[config.mk]
export PLATFORM = sky130hd
export DESIGN_NAME = lut_ln_flat
export DESIGN_NICKNAME = d
export VERILOG_FILES = /design/src/rtl/lut_ln_pkg.sv /design/src/rtl/lut_ln_if.sv /design/src/rtl/lut_exp_rom.sv /design/src/rtl/lut_ln.sv /design/src/flat_wrapper.sv
export SDC_FILE = /design/constraint.sdc
export NUM_CORES = 1
export LEC_CHECK = 0
export BUFFER_PORTS_ARGS = -buffer_cell sky130_fd_sc_hd__buf_4
export CAP_MARGIN = 20
export CORE_MARGIN = 1
export CORE_UTILIZATION = 65
export CTS_BUF_LIST = sky130_fd_sc_hd__clkbuf_8
export DETAILED_ROUTE_END_ITERATION = 7
export GPL_TIMING_DRIVEN = 1
export PLACE_DENSITY = 0.84
export REMOVE_ABC_BUFFERS = 1
export SETUP_SLACK_MARGIN = 0.5
export SLEW_MARGIN = 0
export SYNTH_ARGS = -nofsm -noshare
export SYNTH_HDL_FRONTEND = slang
export SYNTH_SLANG_ARGS = --single-unit
[constraint.sdc]
create_clock -name clock_i -period 10.1 [get_ports clock_i]
set_clock_uncertainty 0.2 [all_clocks]
set_input_delay 1.01 -clock clock_i [delete_from_list [all_inputs] [get_ports clock_i]]
set_output_delay 1.01 -clock clock_i [all_outputs]
set_load 0.05 [all_outputs]
[src/rtl/lut_ln_pkg.sv]
`default_nettype none
// ============================================================================
//  Package   : softmax_pkg
//  Purpose   : Constants shared by the softmax datapath: the e^-(2^(k-16))
//              table used by both the exponential and natural-log blocks,
//              fixed-point format constants and the log-block FSM encoding.
//  Revision  : 1.0 - initial release
// ============================================================================
package softmax_pkg;

  localparam int LUT_EXP_DEPTH = 20;
  localparam int LUT_EXP_W     = 16;
  localparam int LUT_IDX_W     = 5;
  localparam int FXP_FRAC_BITS = 16;

  localparam logic [31:0] LN_SAT_VALUE = 32'h000F_FFFF;

  // Entry k (k = 0..19) sits at bits [k*16 +: 16]; value is e^-(2^(k-16))
  // in unsigned Q0.16. Listed most-significant entry (k = 19) first.
  localparam logic [LUT_EXP_DEPTH*LUT_EXP_W-1:0] LUT_EXP_TABLE = {
    16'h0015, 16'h04B0, 16'h22A5, 16'h5E2D,
    16'h9B45, 16'hC75F, 16'hE1EB, 16'hF07D,
    16'hF81F, 16'hFC07, 16'hFE01, 16'hFF00,
    16'hFF80, 16'hFFC0, 16'hFFE0, 16'hFFF0,
    16'hFFF8, 16'hFFFC, 16'hFFFE, 16'hFFFF
  };

  typedef enum logic [1:0] {
    LN_IDLE = 2'd0,
    LN_BUSY = 2'd1,
    LN_DONE = 2'd2
  } ln_state_t;

  // Out-of-range indices read as zero so the table is total over 5 bits.
  function automatic logic [LUT_EXP_W-1:0] lut_exp_value(input logic [LUT_IDX_W-1:0] idx);
    logic [LUT_EXP_W-1:0] value;
    value = '0;
    if (int'(idx) < LUT_EXP_DEPTH) begin
      value = LUT_EXP_TABLE[int'(idx)*LUT_EXP_W +: LUT_EXP_W];
    end
    return value;
  endfunction

endpackage
`default_nettype wire

[src/rtl/lut_ln_if.sv]
`default_nettype none
// ============================================================================
//  Interface : lut_ln_if
//  Purpose   : Request/response handshake of the natural-log block.
//  Signals   : ln_valid_i / ln_data_i / ln_ready_o  - input word handshake
//              ln_data_valid_o / ln_data_o / ln_sat_o / ln_ready_i
//                                                   - result handshake
//  Modports  : master (producer/consumer side), slave (the log block)
//  Revision  : 1.0 - initial release
// ============================================================================
interface lut_ln_if #(
  parameter int DATA_SIZE = 32
) ();

  logic                 ln_valid_i;
  logic [DATA_SIZE-1:0] ln_data_i;
  logic                 ln_ready_o;
  logic                 ln_data_valid_o;
  logic [DATA_SIZE-1:0] ln_data_o;
  logic                 ln_sat_o;
  logic                 ln_ready_i;

  modport master (
    output ln_valid_i, ln_data_i, ln_ready_i,
    input  ln_ready_o, ln_data_valid_o, ln_data_o, ln_sat_o
  );

  modport slave (
    input  ln_valid_i, ln_data_i, ln_ready_i,
    output ln_ready_o, ln_data_valid_o, ln_data_o, ln_sat_o
  );

endinterface
`default_nettype wire

[src/rtl/lut_exp_rom.sv]
`default_nettype none
// ============================================================================
//  Module    : lut_exp_rom
//  Purpose   : Combinational e^-(2^(k-16)) table, Q0.16, shared by the
//              exponential and natural-log blocks.
//  Ports     : idx   in  5   table index k (0..19, others read 0)
//              value out 16  table entry
//  Revision  : 1.0 - initial release
// ============================================================================
module lut_exp_rom
  import softmax_pkg::*;
(
  input  logic [LUT_IDX_W-1:0] idx,
  output logic [LUT_EXP_W-1:0] value
);

  always_comb begin
    value = lut_exp_value(idx);
  end

endmodule
`default_nettype wire

[src/rtl/lut_ln.sv]
`default_nettype none
// ============================================================================
//  Module    : lut_ln
//  Purpose   : Iterative natural log. Takes y in (0,1] as unsigned Q0.32 and
//              returns x = -ln(y) as unsigned Q16.16 (x < 16), one result bit
//              per cycle, MSB first, using the exponential block's truncated
//              multiply chain so that exp(ln(y)) round-trips.
//  Ports     : clock_i    in  clock, rising edge
//              reset_n_i  in  asynchronous active-low reset
//              ln         lut_ln_if.slave (input word + result handshakes)
//  Revision  : 1.0 - initial release
// ============================================================================
module lut_ln
  import softmax_pkg::*;
(
  input  logic       clock_i,
  input  logic       reset_n_i,
  lut_ln_if.slave    ln
);

  localparam logic [LUT_IDX_W-1:0] K_START = LUT_IDX_W'(LUT_EXP_DEPTH - 1);
  localparam int                   X_W     = LUT_EXP_DEPTH;

  ln_state_t            state;
  logic [31:0]          y_q;
  logic [X_W-1:0]       x_q;
  logic [31:0]          r_q;
  logic [LUT_IDX_W-1:0] k_q;
  logic [31:0]          data_q;
  logic                 sat_q;
  logic                 valid_q;
  logic                 ready_q;

  logic [LUT_EXP_W-1:0] lut_val;
  logic [31:0]          prod;
  logic [31:0]          cand;
  logic                 take;
  logic [X_W-1:0]       x_next;

  lut_exp_rom u_rom (
    .idx   (k_q),
    .value (lut_val)
  );

  // The single 16x16 multiplier, reused for every iteration.
  assign prod = {16'b0, r_q[31:16]} * {16'b0, lut_val};

  // r == 0 means "no factor taken yet": the first accepted factor enters the
  // chain directly as a Q0.32 value rather than being multiplied by 1.0.
  assign cand   = (r_q == 32'd0) ? {lut_val, 16'b0} : prod;
  assign take   = (cand >= y_q);
  assign x_next = take ? (x_q | (X_W'(1) << k_q)) : x_q;

  always_ff @(posedge clock_i or negedge reset_n_i) begin
    if (!reset_n_i) begin
      state   <= LN_IDLE;
      y_q     <= '0;
      x_q     <= '0;
      r_q     <= '0;
      k_q     <= K_START;
      data_q  <= '0;
      sat_q   <= 1'b0;
      valid_q <= 1'b0;
      ready_q <= 1'b1;
    end else begin
      case (state)
        LN_IDLE: begin
          if (ln.ln_valid_i) begin
            y_q     <= ln.ln_data_i;
            ready_q <= 1'b0;
            if (ln.ln_data_i == 32'd0) begin
              data_q  <= LN_SAT_VALUE;
              sat_q   <= 1'b1;
              valid_q <= 1'b1;
              state   <= LN_DONE;
            end else if (ln.ln_data_i == 32'hFFFF_FFFF) begin
              data_q  <= '0;
              sat_q   <= 1'b0;
              valid_q <= 1'b1;
              state   <= LN_DONE;
            end else begin
              x_q   <= '0;
              r_q   <= '0;
              k_q   <= K_START;
              state <= LN_BUSY;
            end
          end
        end

        LN_BUSY: begin
          x_q <= x_next;
          if (take) begin
            r_q <= cand;
          end
          if (k_q == '0) begin
            data_q  <= {{(32-X_W){1'b0}}, x_next};
            sat_q   <= 1'b0;
            valid_q <= 1'b1;
            state   <= LN_DONE;
          end else begin
            k_q <= k_q - 1'b1;
          end
        end

        LN_DONE: begin
          if (ln.ln_ready_i) begin
            valid_q <= 1'b0;
            ready_q <= 1'b1;
            state   <= LN_IDLE;
          end
        end

        default: begin
          valid_q <= 1'b0;
          ready_q <= 1'b1;
          state   <= LN_IDLE;
        end
      endcase
    end
  end

  assign ln.ln_ready_o      = ready_q;
  assign ln.ln_data_valid_o = valid_q;
  assign ln.ln_data_o       = data_q;
  assign ln.ln_sat_o        = sat_q;

endmodule
`default_nettype wire

[src/flat_wrapper.sv]
// flat-port wrapper written by rule: the top's interface ports become plain ports
module lut_ln_flat import softmax_pkg::*;
  (clock_i, reset_n_i, ln_ln_valid_i, ln_ln_data_i, ln_ln_ready_i, ln_ln_ready_o, ln_ln_data_valid_o, ln_ln_data_o, ln_ln_sat_o);
  lut_ln_if #(.DATA_SIZE(32)) ln_i ();
  input  logic clock_i;
  input  logic reset_n_i;
  input wire logic [$bits(ln_i.ln_valid_i)-1:0] ln_ln_valid_i;
  input wire logic [$bits(ln_i.ln_data_i)-1:0] ln_ln_data_i;
  input wire logic [$bits(ln_i.ln_ready_i)-1:0] ln_ln_ready_i;
  output wire logic [$bits(ln_i.ln_ready_o)-1:0] ln_ln_ready_o;
  output wire logic [$bits(ln_i.ln_data_valid_o)-1:0] ln_ln_data_valid_o;
  output wire logic [$bits(ln_i.ln_data_o)-1:0] ln_ln_data_o;
  output wire logic [$bits(ln_i.ln_sat_o)-1:0] ln_ln_sat_o;
  assign ln_i.ln_valid_i = ln_ln_valid_i;
  assign ln_i.ln_data_i = ln_ln_data_i;
  assign ln_i.ln_ready_i = ln_ln_ready_i;
  assign ln_ln_ready_o = ln_i.ln_ready_o;
  assign ln_ln_data_valid_o = ln_i.ln_data_valid_o;
  assign ln_ln_data_o = ln_i.ln_data_o;
  assign ln_ln_sat_o = ln_i.ln_sat_o;
  lut_ln u_core (.clock_i(clock_i), .reset_n_i(reset_n_i), .ln(ln_i));
endmodule
==> results.json <==
{
  "syn_area_um2": 14600,
  "clk_path_buf_depth": 2,
  "maxSlewViolCount": 0,
  "setup_slack_ns": 0.918,
  "synth_edf_count": 0,
  "synth_seq_cells": 114,
  "area_delta_synth_final_pct": 8.14,
  "routabilityCongestion": 0.936,
  "r2r_start": "u_core.k_q[0]",
  "drtAntennaViolNets": 0,
  "hp-class": "reg2reg",
  "start_util_pct": 66.5,
  "ys_seq_area_share_pct": 19.6,
  "dp.cells": 1907,
  "fin_util_pct": 71.9,
  "ys_top_cells_by_count": "274 x inv_1, 247 x nand2_1, 194 x fa_1",
  "critPathLaunchType": "flip-flop",
  "worstPathRequired_ns": 10.23,
  "setup_viol": 0,
  "tritoncts": "yes",
  "avgSynthCellArea_um2": 8.97,
  "drt-initial-drc-count": 883,
  "clkTransAtPathRegs_ns": 0.07,
  "core_um2": 22000,
  "crit_top_cell": "fa_1",
  "critical_path.max_fanout": 12,
  "status": "finished with violations",
  "yosysUniqueCellTypes": 67,
  "period_minus_slack_ns": 9.18,
  "fmax_mhz": 109,
  "cts_buffers": 17,
  "grt_pass1_wl_um": 59400,
  "reg2reg_depth": 36,
  "grt_max_degree": 76,
  "cp.arrival_ns": 9.32,
  "violations": "DRC",
  "die_area_um2": 23100,
  "cts_sinks": 114,
  "reg2reg_to": "u_core.r_q[1]",
  "synth-main-ff-cell": "dfrtp_1",
  "drc": 2,
  "yosysMostFrequentCell": "inv_1",
  "die_w_um": 152,
  "ctsHoldBuffers": 0,
  "regToRegSetupSlack_ns": 0.92,
  "rsz0062_at_grt": "yes",
  "place_ws_ns": 0.287,
  "tightest_slew_ns": 1.04,
  "grt_pass1_vias": 12131,
  "finalCritPeriodShare_pct": 90.9,
  "cap_viol_max_count": 0,
  "numPortBuffers": 58,
  "stdcell_count": 1948,
  "drtPass1Iterations": 7,
  "ios": 71,
  "wirelength_um": 35100,
  "setup_tns_ns": 0,
  "crit_path_end_kind": "flip-flop",
  "maxSlewHeadroom_pct": 30.6,
  "antennaDiodeCount": 0,
  "max_stage_delay_ns": 0.59,
  "critPathSlowestCell": "dfstp_2",
  "syn_inst": 1629,
  "yosys_warnings": 0,
  "globalRouteOverflowTotal": 0,
  "hpwl_um": 26200,
  "die_h_um": 152,
  "grt_usage_pct": 32.3,
  "hold_viol": 0,
  "vias": 11602,
  "nNetsFinal": 2036,
  "synth.area.top_cells": "fa_1 27%, dfrtp_1 19%, ha_1 13%",
  "antenna_found_initial": 0,
  "drive_gt1_share_pct": 9.53,
  "critPathLaunch": "u_core.k_q[0]",
  "wl_per_cell_um": 18.0,
  "via_per_inst": 5.96,
  "worstSetupPathType": "reg2reg",
  "synth_top_area_cell": "fa_1",
  "synth.top_cell.area_share_pct": 26.6,
  "async_reset_ff_share_pct": 100,
  "crit_path_end": "u_core.r_q[1]",
  "cts_root_buf": "clkbuf_8",
  "rows": 54,
  "htree_levels": 4,
  "clk_latency_ns": 0.45
}
layout make-up:
cell class	count	area (µm²)
Clock buffer	18	248
Clock inverter	14	204
Fill cell	1520	6160
Inverter	275	1030
Multi-Input combinational cell	1161	10400
Sequential cell	114	2860
Tap cell	280	350
Timing Repair Buffer	86	654
worst min path at each step:
stage                                    from                   endpoint  slack [ns]  cells after the start
detailed placement         u_core.ln.ln_sat_o         u_core.ln.ln_sat_o        0.27                      1
floorplan                       u_core.x_q[1]              u_core.x_q[1]        0.25                      2
finish              u_core.ln.ln_data_valid_o  u_core.ln.ln_data_valid_o        0.29                      2
CTS                        u_core.ln.ln_sat_o         u_core.ln.ln_sat_o        0.29                      1
global route                    u_core.r_q[1]              u_core.r_q[1]        0.32                      1
global placement           u_core.ln.ln_sat_o         u_core.ln.ln_sat_o        0.26                      1
metal layers:
| metal | vias to the layer above | part of all wire, % | track usage (%) |
|---|---|---|---|
| li1 | 5241 | - | - |
| met1 | 5749 | 40 | 41.2 |
| met2 | 518 | 50 | 55.9 |
| met3 | 94 | 7.4 | 4.73 |
| met4 | 0 | 3.0 | 12.3 |
| met5 | - | 0 | 0 |
worst max-delay path, delay by kind of cell (launching register included):
| family | cells | cell delay [ns] |
|---|---|---|
| compound gates | 15 | 2.58 |
| xor+xnor | 1 | 0.17 |
| fa+ha+maj | 10 | 4.03 |
| buf+inv | 5 | 0.48 |
| flops | 1 | 0.59 |
| mux | 1 | 0.29 |
| simple gates | 4 | 0.72 |
flip-flops by register name, summed over array words and instances, names as in the netlist:
signal                     cells
u_core.ln.ln_data_o           20
u_core.state                   2
u_core.ln.ln_ready_o           1
u_core.ln.ln_data_valid_o      1
u_core.r_q                    32
u_core.k_q                     5
u_core.x_q                    20
u_core.ln.ln_sat_o             1
u_core.y_q                    32
logic make-up after synthesis:
logic type	share of synthesized area (%)
compound gates	12.1
xor+xnor	1.62
fa+ha+maj	39.5
buf+inv	9.83
flops	19.6
mux	0.368
other cells	0.0257
simple gates	17.0
what timing repair did:
| action | 4_1_cts | 5_1_grt |
|---|---|---|
| pin swaps | 1 | 3 |
| cloned | 1 | 0 |
| gates resized for setup | 3 | 16 |
| setup buffers | 0 | 8 |
| endpoints found under the setup margin | 50 | 57 |
per-stage QoR:
stage	cell area, µm²	hold WS, ns
floorplan	14200	0.249
global placement	15200	0.263
detailed placement	15200	0.272
CTS	15700	0.293
global route	15800	0.315
finish	15800	0.294
cells in the final DEF (no fill, tap or decap), types with 18 or more instances in the layout:
cell type | synthesis | layout
inv_1 | 274 | 274
nand2_1 | 247 | 245
fa_1 | 194 | 194
ha_1 | 151 | 149
and2_1 | 115 | 115
dfrtp_1 | 110 | 110
buf_4 | 12 | 84
o21ai_0 | 63 | 62
a21oi_1 | 55 | 50
nor2_1 | 41 | 40
a22o_1 | 30 | 30
a21o_1 | 25 | 22
nand4_1 | 20 | 20
nor4_1 | 19 | 19
nor2b_1 | 18 | 18
clkbuf_8 | 0 | 18
Power is left out: the tool's default activity adds up to more than one toggle a clock period on the data nets, which glitch-free logic cannot reach.
